[config.mk]
export PLATFORM = sky130hd
export DESIGN_NAME = muldiv_sequencer
export DESIGN_NICKNAME = d
export VERILOG_FILES = /design/src/rtl/muldiv_sequencer.sv
export SDC_FILE = /design/constraint.sdc
export NUM_CORES = 1
export LEC_CHECK = 0
export BUFFER_PORTS_ARGS = -buffer_cell sky130_fd_sc_hd__buf_4
export CORE_UTILIZATION = 50
export CTS_CLUSTER_SIZE = 40
export DETAILED_ROUTE_END_ITERATION = 8
export GPL_ROUTABILITY_DRIVEN = 0
export PLACE_DENSITY = 0.73
export SYNTH_ARGS = -nofsm -noshare
export SYNTH_HDL_FRONTEND = slang
export SYNTH_SLANG_ARGS = --single-unit
[constraint.sdc]
create_clock -name clk -period 4.7 [get_ports clk]
set_clock_uncertainty 0.2 [all_clocks]
set_input_delay 0.705 -clock clk [delete_from_list [all_inputs] [get_ports clk]]
set_output_delay 0.705 -clock clk [all_outputs]
set_load 0.05 [all_outputs]
[src/rtl/muldiv_sequencer.sv]
// Iterative radix-2 multiply / restoring divide for the EX stage.
// Stalls the pipeline while running and commits the 2xWIDTH result to Hi/Lo.
module muldiv_sequencer #(
  parameter int unsigned WIDTH = 32
) (
  input  logic             clk,
  input  logic             rst_n,
  input  logic             Start,
  input  logic [1:0]       Op,
  input  logic [WIDTH-1:0] SrcA,
  input  logic [WIDTH-1:0] SrcB,
  input  logic             Flush,
  output logic             Stall,
  output logic             Busy,
  output logic             Done,
  output logic [WIDTH-1:0] Hi,
  output logic [WIDTH-1:0] Lo,
  output logic             DivByZero
);

  localparam int unsigned CntW = $clog2(WIDTH);

  typedef enum logic [1:0] {StIdle, StRun, StFixup, StDone} stateT;

  stateT            state, nextState;
  logic [CntW-1:0]  cnt;
  logic [WIDTH-1:0] accHi, accLo, opB;
  logic             isDiv, resNeg, remNeg;

  logic             accept, divZero;
  logic [WIDTH-1:0] absA, absB, addend;
  logic [WIDTH:0]   mulSum, remShift;
  logic [WIDTH+1:0] trial;
  logic [2*WIDTH-1:0] prod, prodFix;
  logic [WIDTH-1:0] hiFix, loFix;

  assign accept  = (state == StIdle) && Start && !Flush;
  assign divZero = Op[1] && (SrcB == '0);
  assign absA    = (Op[0] && SrcA[WIDTH-1]) ? -SrcA : SrcA;
  assign absB    = (Op[0] && SrcB[WIDTH-1]) ? -SrcB : SrcB;

  // One iteration of shift-add multiply and restoring divide
  assign addend   = accLo[0] ? opB : '0;
  assign mulSum   = {1'b0, accHi} + {1'b0, addend};
  assign remShift = {accHi, accLo[WIDTH-1]};
  assign trial    = {1'b0, remShift} - {2'b00, opB};

  // Sign correction applied on the FIXUP -> DONE edge
  assign prod    = {accHi, accLo};
  assign prodFix = resNeg ? -prod : prod;
  always_comb begin
    hiFix = prodFix[2*WIDTH-1:WIDTH];
    loFix = prodFix[WIDTH-1:0];
    if (isDiv) begin
      hiFix = remNeg ? -accHi : accHi;
      loFix = resNeg ? -accLo : accLo;
    end
  end

  // State register; Busy/Done are flops decoded from the next state
  always_ff @(posedge clk or negedge rst_n) begin
    if (!rst_n) begin
      state <= StIdle;
      Busy  <= 1'b0;
      Done  <= 1'b0;
    end else begin
      state <= nextState;
      Busy  <= (nextState != StIdle);
      Done  <= (nextState == StDone);
    end
  end

  always_comb begin
    nextState = state;
    case (state)
      StIdle:  if (accept) nextState = divZero ? StDone : StRun;
      StRun:   if (Flush) nextState = StIdle;
               else if (cnt == '0) nextState = StFixup;
      StFixup: nextState = Flush ? StIdle : StDone;
      StDone:  nextState = StIdle;
      default: nextState = StIdle;
    endcase
  end

  always_comb begin
    Stall = 1'b0;
    if (state != StIdle) Stall = 1'b1;
    else if (Start && !Flush) Stall = 1'b1;
  end

  // Datapath: operand latch, iteration and result commit
  always_ff @(posedge clk or negedge rst_n) begin
    if (!rst_n) begin
      cnt       <= '0;
      accHi     <= '0;
      accLo     <= '0;
      opB       <= '0;
      isDiv     <= 1'b0;
      resNeg    <= 1'b0;
      remNeg    <= 1'b0;
      Hi        <= '0;
      Lo        <= '0;
      DivByZero <= 1'b0;
    end else begin
      case (state)
        StIdle: if (accept) begin
          isDiv     <= Op[1];
          resNeg    <= Op[0] && (SrcA[WIDTH-1] ^ SrcB[WIDTH-1]);
          remNeg    <= Op[0] && SrcA[WIDTH-1];
          cnt       <= CntW'(WIDTH-1);
          accHi     <= '0;
          DivByZero <= divZero;
          if (Op[1]) begin
            accLo <= absA;
            opB   <= absB;
          end else begin
            accLo <= absB;
            opB   <= absA;
          end
          if (divZero) begin
            Hi <= SrcA;
            Lo <= '1;
          end
        end
        StRun: if (!Flush) begin
          if (cnt != '0) cnt <= cnt - CntW'(1);
          if (isDiv) begin
            if (!trial[WIDTH+1]) begin
              accHi <= trial[WIDTH-1:0];
              accLo <= {accLo[WIDTH-2:0], 1'b1};
            end else begin
              accHi <= remShift[WIDTH-1:0];
              accLo <= {accLo[WIDTH-2:0], 1'b0};
            end
          end else begin
            accHi <= mulSum[WIDTH:1];
            accLo <= {mulSum[0], accLo[WIDTH-1:1]};
          end
        end
        StFixup: if (!Flush) begin
          Hi <= hiFix;
          Lo <= loFix;
        end
        default: ;
      endcase
    end
  end

endmodule

# --- Word-level counts from Yosys, hierarchy flattened ---
# Cells that the tools add are included.
word_totals:
  out_inout_bits: 68
  elab_cells: 91
  ff_bits: 173
  input_bits: 70
classes:
  n_addsub: 8
  bitwise: 1
  n_reduce_logical: 20
  n_mux: 40
  n_eq_ne: 9
op_table:
  columns: ["op", "count"]
  rows:
  - ["32-bit 2-to-1 mux", 22]
  - ["32-bit one-hot mux with 2 select lines", 4]
  - ["32-bit negator", 4]
  - ["64-bit 2-to-1 mux", 1]
  - ["64-bit negator", 1]
  - ["33-bit by 32-bit subtractor with 34-bit output", 1]
  - ["32-bit by 32-bit adder with 33-bit output", 1]
  - ["32-bit logical NOT", 1]
  - ["5-bit 2-to-1 mux", 3]
  - ["2-bit 2-to-1 mux", 5]
  - ["2-bit != test, second input constant", 5]
  - ["5-bit one-hot mux with 2 select lines", 1]
  - ["2-bit one-hot mux with 4 select lines", 1]
  - ["4-bit AND reduction", 2]
  - ["2-bit nonzero test", 4]
  - ["1-bit logical AND", 7]
  - ["2-bit equality test, second input constant", 3]
  - ["5-bit logical NOT", 1]
  - ["5-bit nonzero test", 1]
  - ["5-bit by 1-bit subtractor with 5-bit output, second input constant", 1]
  - ["1-bit 2-to-1 mux", 3]
  - ["3-bit AND reduction", 1]
  - ["2-bit by 1-bit equality test with 1-bit output, second input constant", 1]
  - ["2-bit logical NOT", 1]
  - ["3 further kinds", 3]

# --- Logic depth before layout (Yosys ltp) ---
# Gate-level depths: netlist of run 1.
logic_depth:
  ltp_word: 6
  mapped_depth: 15
  depth_no_buf: 14

# --- Worst setup path after synthesis of run 1 ---
# No wires, ideal clock.
synth_path:
  path_kind: "reg-to-reg"
  from: "register accHi[19]"
  to: "register accHi[9]"
  arrival_ns: 3.347
  required_ns: 4.380
  setup_ns: 0.120
  period_less_slack_ns: 3.667
  stages_incl_launch_ff: 14
  path_buffers: 2
  path_slack_ns: 1.033
  path_cell_list: "dfrtp_1 > ha_1 > clkbuf_1 > a21oi_1 > o211ai_1 > a31o_2 > a221o_1 > nor2b_1 > a211oi_1 > clkbuf_1 > nor2_1 > a21oi_1 > o21ai_0 > a31o_2"
synth_between:
  elab_chain_cells: 5
synth_rtl:
  columns: ["item", "line_no", "text"]
  rows:
  - ["from (decl)", "27", "logic [WIDTH-1:0] accHi, accLo, opB;"]
  - ["from (signal assigned)", "129", "accHi <= trial[WIDTH-1:0];"]
  - ["from (signal assigned)", "132", "accHi <= remShift[WIDTH-1:0];"]
  - ["from (signal assigned)", "136", "accHi <= mulSum[WIDTH:1];"]
  - ["33-bit by 32-bit subtractor with 34-bit output", "46", "assign trial = {1'b0, remShift} - {2'b00, opB};"]
  - ["32-bit 2-to-1 mux", "128", "if (!trial[WIDTH+1]) begin"]
  - ["32-bit 2-to-1 mux", "127", "if (isDiv) begin"]
  - ["32-bit 2-to-1 mux", "125", "StRun: if (!Flush) begin"]
  - ["32-bit one-hot mux with 2 select lines", "105", "case (state)"]
# Every way passes these cells. The select of a mux whose other input is x is not followed.
# A chain may end at the register's enable or synchronous reset.

# --- Worst setup path in the final report of run 1 ---
layout_path:
  from: "register accLo[0]"
  to: "register accHi[29]"
layout_between:
  elab_chain_cells: 5
layout_rtl:
  columns: ["item", "line_no", "text"]
  rows:
  - ["from (decl)", "27", null]
  - ["from (signal assigned)", "114", "accLo <= absA;"]
  - ["from (signal assigned)", "117", "accLo <= absB;"]
  - ["from (signal assigned)", "130", "accLo <= {accLo[WIDTH-2:0], 1'b1};"]
  - ["32-bit 2-to-1 mux", "43", "assign addend = accLo[0] ? opB : '0;"]
  - ["32-bit by 32-bit adder with 33-bit output", "44", "assign mulSum = {1'b0, accHi} + {1'b0, addend};"]
  - ["32-bit 2-to-1 mux", "127", null]
  - ["32-bit 2-to-1 mux", "125", null]
  - ["32-bit one-hot mux with 2 select lines", "105", null]
# Every way passes these cells. The select of a mux whose other input is x is not followed.

==> impl_table.tex, run 1 <==
\begin{tabular}{lr}
\hline
Metric & Value \\
\hline
\multicolumn{2}{l}{\textbf{Outcome}} \\
Outcome & complete, no violations \\
\multicolumn{2}{l}{\textbf{Power}} \\
Clock network fraction of design power & 18.8\% \\
Cell-internal power & 4.10 mW \\
Proportion of total power due to net switching & 48.2\% \\
Combinational power share & 52.9\% \\
Pwr per Cell Area & 476 nW/um\^{}2 \\
Total Power Consumption & 7.92 mW \\
Net Sw Power & 3.82 mW \\
Share of total power in sequential cells & 28.3\% \\
Highest ir drop seen on vdd & 0.000314 V \\
Static Leakage & 7.44 nW \\
\multicolumn{2}{l}{\textbf{Synth}} \\
Proportion of synthesized chip area in sequential cells & between 20\% and 30\% \\
Async set or reset register ratio after synthesis & 100\% \\
Fraction of post-synthesis cell area in the top cell type by area & slightly below 30\% \\
Post-synthesis net count & 2,025 \\
Area fraction in and, or, nand and nor cells after synthesis & 18.8\% \\
Number of synthesized flops with an enable pin & 0 \\
Synth Instances & 1,884 \\
Unique cell type count in the Yosys netlist & 81 \\
Combined area of all synthesized cells & 14,600 sq um \\
Ys Warns & 0 \\
Post-synthesis xor/xnor area fraction & 10.1\% \\
Post-Synth Adder-Cell Area & 6.17\% \\
Library cell with the highest instance count after synthesis & sky130\_fd\_sc\_hd\_\_nor2\_1 \\
Post-synthesis mux area share & under 10\% \\
Post-Syn Area per Cell & around 7.8 sq um \\
Fraction of the mapped netlist area in compound gates & about a quarter \\
Top\_reg\_cell synth & sky130\_fd\_sc\_hd\_\_dfrtp\_1 \\
Cell type with the largest total area after synthesis & sky130\_fd\_sc\_hd\_\_dfrtp\_1 \\
Largest family of logic cells by synthesized area & compound AO/OA/AOI/OAI gates \\
Synth Register Bits & 173 \\
Cell types with the largest area share after synthesis & sky130\_fd\_sc\_hd\_\_dfrtp\_1, sky130\_fd\_sc\_hd\_\_ha\_1, sky130\_fd\_sc\_hd\_\_a21oi\_1, sky130\_fd\_sc\_hd\_\_o21ai\_0, sky130\_fd\_sc\_hd\_\_nor2\_1 \\
Most frequent cells after synthesis & sky130\_fd\_sc\_hd\_\_nor2\_1, sky130\_fd\_sc\_hd\_\_nand2\_1, sky130\_fd\_sc\_hd\_\_dfrtp\_1 \\
\multicolumn{2}{l}{\textbf{STA}} \\
Worst-margin pin slew & between 1000 and 1500 ps \\
Normalized max-slew margin & 27.2\% \\
Final slew viol count & 0 \\
Achievable Freq & 237 MHz \\
Unrepaired setup endpoints after global routing & false \\
Final hold violation count & 0 \\
Number of endpoints failing setup at the final stage & 0 \\
Final total negative setup slack & 0 ps \\
Time the final worst path needs with I/O delays and setup & 4220 ps \\
Fin crit share & between 80 and 90\% \\
\multicolumn{2}{l}{\textbf{Drt}} \\
Total number of vias & 15,139 \\
Post-route antenna net violation count & 0 \\
Starting DRT DRC Count & 1,989 \\
Total length of routed wires & 51,900 microns \\
Number of vias per cell after detailed routing & 6.42 \\
Avg WL per Cell & 22.0 microns \\
Number of remaining DRC errors & 0 \\
Number of detailed-route iterations in the first pass & 7 \\
\multicolumn{2}{l}{\textbf{Place}} \\
DP HPWL & 38,700 microns \\
Number of buffer cells added on primary ports & approximately 140 \\
\multicolumn{2}{l}{\textbf{Clocking}} \\
Clock tree from TritonCTS & yes \\
Number of gates given a new drive strength after cts & 0 \\
Clk sink count & around 170 \\
Setup repair bufs after CTS & 0 \\
Clock input transition at the sequential cells of the worst setup and hold paths & 90 ps \\
Hold-fix buffers, CTS & 0 \\
Later-pin clock latency in the skew report & 460 ps \\
H-tree depth & 4 \\
Buffers from clock root to sink, at most & 2 \\
CTS buffer count & 17 \\
Clock Tree Root & sky130\_fd\_sc\_hd\_\_clkbuf\_16 \\
\multicolumn{2}{l}{\textbf{Finish}} \\
Layout overhead on the synthesized area & 13.6\% \\
Layout net count & around 2,100 \\
Layout cell share with drive strength beyond 1 & 12.6\% \\
Fill cell instance count of the final layout & 2,559 \\
\multicolumn{2}{l}{\textbf{Setup path}} \\
Crit-path leading delay family & compound AO/OA/AOI/OAI gates \\
Critical path fanouts, max & 11 \\
Crit path capture type & flop \\
Critical path launch point type & flop \\
Top cell by count, worst path & sky130\_fd\_sc\_hd\_\_o21a\_1 \\
Crit Path Class & flop to flop \\
Arrival time of data at the critical path endpoint & about 4400 ps \\
Register-to-Register Setup Slack & about 480 ps \\
Number of buffer and inverter instances along the worst setup path & 1 \\
Slowest stage delay, CP & 570 ps \\
Startpoint of the worst-slack reg-to-reg timing path & accLo[0]\$\_DFFE\_PN0P\_ \\
Worst path cell trace & inv\_1 -> nor2\_1 -> ha\_1 -> nor2b\_1 -> o21a\_1 -> o21a\_1 -> o211ai\_1 -> a31oi\_1 -> a311o\_1 -> nand2\_1 -> mux2i\_1 -> nor4\_1 -> a211o\_1 \\
Highest-delay cell along the critical path & sky130\_fd\_sc\_hd\_\_nor4\_1 \\
Worst Reg2Reg Path Length in Cells & 13 \\
Required arrival time at the worst endpoint & 4890 ps \\
Destination of the worst register-to-register timing path & accHi[29]\$\_DFFE\_PN0P\_ \\
\multicolumn{2}{l}{\textbf{Global routing}} \\
Antenna violations before repair & 2 \\
Vias in the first global route & 13,853 \\
Combined global-route utilization of all metal layers & 34.3\% \\
Wire length of the first global-routing pass & 79,200 microns \\
Maximum number of pins on one net before global-route repair & between 90 and 100 \\
Total gr overflow & 0 \\
\multicolumn{2}{l}{\textbf{Die}} \\
Die area & 30,000 sq um \\
Vertical extent of the die & approximately 170 microns \\
Initial standard-cell utilization of the core & 50.9\% \\
Total core area & 28,800 sq um \\
Die X & 173 microns \\
I/O pin count & roughly 140 \\
Standard-cell rows & 62 \\
\multicolumn{2}{l}{\textbf{Min path}} \\
Type of the tightest min-delay check & input pin to asynchronous set/reset pin \\
\multicolumn{2}{l}{\textbf{Run}} \\
Max capacitance violation total & 0 \\
\hline
\end{tabular}
==> cell type report <==
cell class / count / area [sq um] / share of cell area [%]
antenna: 1 / 2.50 / 0.0150
inverter: 71 / 267 / 1.60
timing repair buffer: 174 / 1340 / 8.03
sequential: 173 / 4330 / 26.0
clock inverter: 15 / 191 / 1.15
tap: 384 / 480 / 2.89
multi-input combinational: 1524 / 9600 / 57.7
clock buffer: 17 / 425 / 2.56
==> flip-flops by register name, summed over array words and instances, names as in the netlist, 2 cells and up <==
register,flops
Hi,32
Lo,32
accHi,32
accLo,32
opB,32
cnt,5
state,2
==> worst max-delay path by stage <==
stage | startpoint | slack, ps | endpoint | depth (start not counted)
floorplan | accHi[19]$_DFFE_PN0P_ | 1030 | accHi[9]$_DFFE_PN0P_ | 13
global placement | SrcB[4] | 410 | Hi[15]$_DFFE_PN0P_ | 12
detailed placement | SrcB[4] | 350 | Lo[30]$_DFFE_PN0P_ | 11
CTS | accLo[0]$_DFFE_PN0P_ | 620 | Hi[28]$_DFFE_PN0P_ | 11
global route | accLo[0]$_DFFE_PN0P_ | 270 | accHi[29]$_DFFE_PN0P_ | 13
finish | accLo[0]$_DFFE_PN0P_ | 480 | accHi[29]$_DFFE_PN0P_ | 13
==> kinds of logic (layout without fill, tap and decap cells) <==
| logic type | after synthesis | after routing |
|---|---|---|
| AOI/OAI and AO/OA | 629 | 629 |
| xor gates and xnor gates | 168 | 168 |
| adders and majority gates | 71 | 71 |
| buffers and inverters | 187 | 277 |
| DFF | 173 | 173 |
| muxes | 54 | 54 |
| other | 0 | 1 |
| and+or+nand+nor | 602 | 602 |
==> per-layer routing <==
metal	global-route usage, %	share of wire (%)
met1	47.0	40
met2	52.2	43
met3	6.22	12
met4	16.6	4.9
met5	0	0.021
==> power groups by stage <==
stage / clock [mW] / sequential, mW / combinational (mW)
after floorplan: 0 / 2.09 / 2.97
after global placement: 0 / 2.22 / 3.96
after detailed placement: 0 / 2.23 / 4.04
after CTS: 1.48 / 2.20 / 4.07
after global routing: 1.54 / 2.26 / 4.56
final: 1.48 / 2.24 / 4.19
==> cells in the final DEF (no fill, tap or decap), types with 48 or more instances in the layout <==
cell                      netlist  layout
sky130_fd_sc_hd__nor2_1       213     212
sky130_fd_sc_hd__nand2_1      189     189
sky130_fd_sc_hd__dfrtp_1      173     172
sky130_fd_sc_hd__buf_4          5     171
sky130_fd_sc_hd__a21oi_1      170     170
sky130_fd_sc_hd__o21ai_0      165     165
sky130_fd_sc_hd__xnor2_1       89      89
sky130_fd_sc_hd__xor2_1        79      79
sky130_fd_sc_hd__inv_1         69      69
sky130_fd_sc_hd__ha_1          69      69
sky130_fd_sc_hd__a31oi_1       51      51
sky130_fd_sc_hd__mux2i_1       48      48
==> through the flow <==
stage               cells  utilization [%]  instance area [sq um]  setup slack, ps  hold WS, ps
floorplan            1884                -                  14600             1030          209
global placement     2326             55.6                  16000              405          262
detailed placement   2326             55.6                  16000              349          267
CTS                  2358             57.8                  16600              620          152
global route         2358             57.8                  16600              269          170
finish               2359             57.8                  16600              483         82.9
Power figures use the tool's default switching activity.
==> run 2: changes to the inputs <==
--- a/config.mk
+++ b/config.mk
@@ -6,11 +6,11 @@
 export NUM_CORES = 1
 export LEC_CHECK = 0
 export BUFFER_PORTS_ARGS = -buffer_cell sky130_fd_sc_hd__buf_4
-export CORE_UTILIZATION = 50
+export CORE_UTILIZATION = 55
 export CTS_CLUSTER_SIZE = 40
 export DETAILED_ROUTE_END_ITERATION = 8
 export GPL_ROUTABILITY_DRIVEN = 0
-export PLACE_DENSITY = 0.73
+export PLACE_DENSITY = 0.79
 export SYNTH_ARGS = -nofsm -noshare
 export SYNTH_HDL_FRONTEND = slang
 export SYNTH_SLANG_ARGS = --single-unit
==> impl_table.tex, run 2 (same netlist as run 1, synthesis figures left out) <==
\begin{tabular}{lr}
\hline
Metric & Value \\
\hline
\multicolumn{2}{l}{\textbf{Clocking}} \\
H-tree depth & 4 (unchanged) \\
Clock Tree Root & sky130\_fd\_sc\_hd\_\_clkbuf\_16 \\
Clock input transition at the sequential cells of the worst setup and hold paths & 80 ps (about the same) \\
CTS buffer count & 17 (unchanged) \\
Clk sink count & 173 (unchanged) \\
Later-pin clock latency in the skew report & 460 ps (about the same) \\
Hold-fix buffers, CTS & 0 (unchanged) \\
Setup repair bufs after CTS & 0 (unchanged) \\
Number of gates given a new drive strength after cts & 0 (unchanged) \\
Buffers from clock root to sink, at most & 2 (unchanged) \\
Clock tree from TritonCTS & yes \\
\multicolumn{2}{l}{\textbf{Finish}} \\
Antenna diode instance count & 0 (-1) \\
Commonest cells after routing, fill and taps aside & sky130\_fd\_sc\_hd\_\_nor2\_1, sky130\_fd\_sc\_hd\_\_nand2\_1, sky130\_fd\_sc\_hd\_\_dfrtp\_1 \\
Layout net count & 2,097 (-0.24\%) \\
Non-filler cells in the finished layout & 2,304 (-2.3\%) \\
Layout overhead on the synthesized area & 12.9\% \\
Total area of sequential cells & 4330 sq um (unchanged) \\
Layout cell share with drive strength beyond 1 & 12.4\% (-0.22 points) \\
Commonest non-fill, non-tap cell in the layout & sky130\_fd\_sc\_hd\_\_nor2\_1 \\
Area of the multi-input gates & 9600 sq um (unchanged) \\
Fill cell instance count of the final layout & 2,222 (-13\%) \\
\multicolumn{2}{l}{\textbf{Drt}} \\
Number of vias per cell after detailed routing & 6.63 (+3.3\%) \\
Avg WL per Cell & 22.1 microns (+0.42\%) \\
Post-route antenna net violation count & 0 (unchanged) \\
Number of detailed-route iterations in the first pass & 7 (unchanged) \\
Starting DRT DRC Count & 2,159 (+8.5\%) \\
Total number of vias & 15,277 (+0.91\%) \\
Total length of routed wires & 50,900 microns (-1.9\%) \\
Number of remaining DRC errors & 0 (unchanged) \\
\multicolumn{2}{l}{\textbf{Die}} \\
Initial standard-cell utilization of the core & 56.2\% (+5.3 points) \\
Die X & 165 microns (-4.6\%) \\
Vertical extent of the die & 165 microns (-4.6\%) \\
I/O pin count & 138 (unchanged) \\
Die area & 27,300 sq um (-9.0\%) \\
Total core area & 26,100 sq um (-9.5\%) \\
Standard-cell rows & 59 (-4.8\%) \\
\multicolumn{2}{l}{\textbf{Setup path}} \\
Highest-delay cell along the critical path & sky130\_fd\_sc\_hd\_\_o21ai\_0 \\
Crit path capture type & flop \\
Worst Reg2Reg Path Length in Cells & 14 (+1) \\
Arrival time of data at the critical path endpoint & 4560 ps (+160 ps) \\
Worst path cell trace & inv\_1 -> buf\_4 -> nor2\_1 -> ha\_1 -> o21ai\_0 -> a21oi\_1 -> o41ai\_1 -> o21ai\_0 -> a21oi\_1 -> o21bai\_1 -> a31oi\_1 -> or3\_1 -> a21boi\_0 -> a221o\_1 \\
Startpoint of the worst-slack reg-to-reg timing path & accLo[0]\$\_DFFE\_PN0P\_ \\
Slowest stage delay, CP & 580 ps (about the same) \\
Required arrival time at the worst endpoint & 4900 ps (about the same) \\
Critical path fanouts, max & 17 (+6) \\
Crit Path Class & flop to flop \\
Critical path launch point type & flop \\
Destination of the worst register-to-register timing path & accHi[24]\$\_DFFE\_PN0P\_ \\
Startpoint of the worst setup timing path & accLo[0]\$\_DFFE\_PN0P\_ \\
Register-to-Register Setup Slack & 340 ps (-150 ps) \\
\multicolumn{2}{l}{\textbf{Global routing}} \\
Antenna violations before repair & 1 (-1) \\
GR Util met2 & 55.7\% (+3.6 points) \\
Wire length of the first global-routing pass & 77,400 microns (-2.3\%) \\
Global-route met1 utilization & 49.2\% (+2.2 points) \\
Vias in the first global route & 14,034 (+1.3\%) \\
Maximum number of pins on one net before global-route repair & 107 (+13\%) \\
Met3 Use GR & 10.2\% (+4.0 points) \\
Total gr overflow & 0 (unchanged) \\
Combined global-route utilization of all metal layers & 37.4\% (+3.1 points) \\
Global route hottest layer & met2 \\
\multicolumn{2}{l}{\textbf{Place}} \\
Number of buffer cells added on primary ports & 137 (unchanged) \\
DP HPWL & 38,100 microns (-1.6\%) \\
Cell total after placement & 2,272 (-2.3\%) \\
\multicolumn{2}{l}{\textbf{Power}} \\
Clock network fraction of design power & 19.0\% (+0.2 points) \\
Static Leakage & 7.42 nW (-0.25\%) \\
Cell-internal power & 4.10 mW (about the same) \\
Proportion of total power due to net switching & 48.3\% (+0.067 points) \\
Share of total power in sequential cells & 28.0\% (-0.3 points) \\
Pwr per Cell Area & 479 nW/um\^{}2 (+0.70\%) \\
Highest ir drop seen on vdd & 0.000285 V (-9.0\%) \\
Combinational power share & 53.0\% (about the same) \\
Net Sw Power & 3.82 mW (+0.22\%) \\
\multicolumn{2}{l}{\textbf{Run}} \\
Max capacitance violation total & 0 (unchanged) \\
\multicolumn{2}{l}{\textbf{STA}} \\
Final hold violation count & 0 (unchanged) \\
Unrepaired setup endpoints after global routing & false \\
Fin crit share & 92.8\% (+3.1 points) \\
Final slew viol count & 0 (unchanged) \\
Final total negative setup slack & 0 ps (unchanged) \\
Normalized max-slew margin & 29.3\% (+2.1 points) \\
Achievable Freq & 229 MHz (-3.3\%) \\
Number of endpoints failing setup at the final stage & 0 (unchanged) \\
Time the final worst path needs with I/O delays and setup & 4360 ps (+145 ps) \\
Worst-margin pin slew & 1060 ps (-29.8 ps) \\
\multicolumn{2}{l}{\textbf{Outcome}} \\
Outcome & complete, no violations \\
\multicolumn{2}{l}{\textbf{Min path}} \\
Type of the tightest min-delay check & input pin to asynchronous set/reset pin \\
\hline
\end{tabular}
-- run 2: area by class of cell --
class                   instances  area share, %
multi-input cells            1524           58.1
clock buffers                  17           2.57
well taps                     335           2.54
repair buffers                169           7.85
flip-flops and latches        173           26.2
inverters                      71           1.61
clock inverters                15           1.14
-- run 2: per-layer routing --
layer / part of all wire, % / vias up / wire, microns
li1: - / 6909 / -
met1: 39 / 7089 / 19700
met2: 42 / 1075 / 21600
met3: 13 / 202 / 6760
met4: 5.6 / 2 / 2860
met5: 0.016 / - / 8
-- run 2: worst max path at each step --
stage                                       end  slack [ps]
after floorplan            accHi[9]$_DFFE_PN0P_        1030
after global placement       Hi[22]$_DFFE_PN0P_         510
after detailed placement     Hi[22]$_DFFE_PN0P_         410
after CTS                 accHi[24]$_DFFE_PN0P_         510
after global routing      accHi[24]$_DFFE_PN0P_         210
final                     accHi[24]$_DFFE_PN0P_         340
-- run 2: through the flow --
step	hold WS, ps	util [%]	setup slack, ps	cell area, sq um	total power [mW]
2_1_floorplan	209	-	1030	14600	5.06
3_3_place_gp	265	61.1	505	15900	6.14
3_5_place_dp	267	61.1	407	15900	6.24
4_1_cts	239	63.4	512	16500	7.75
5_1_grt	274	63.4	215	16500	8.34
6_report	169	63.4	338	16500	7.92
-- run 2: power groups by stage --
stage          registers (mW)  clock network, mW  logic [mW]
6_report                 2.22               1.51        4.19
5_1_grt                  2.24               1.55        4.55
4_1_cts                  2.19               1.50        4.06
3_5_place_dp             2.22                  0        4.03
3_3_place_gp             2.20                  0        3.93
2_1_floorplan            2.09                  0        2.97
-- run 2: critical path: cells and delay by family (launching register included) --
kind / cells / cell delay (ps)
AO/OA/AOI/OAI: 9 / 2250
adder cells (fa/ha/maj): 1 / 370
buffers and inverters: 2 / 550
flip-flops: 1 / 480
AND/OR/NAND/NOR: 2 / 450
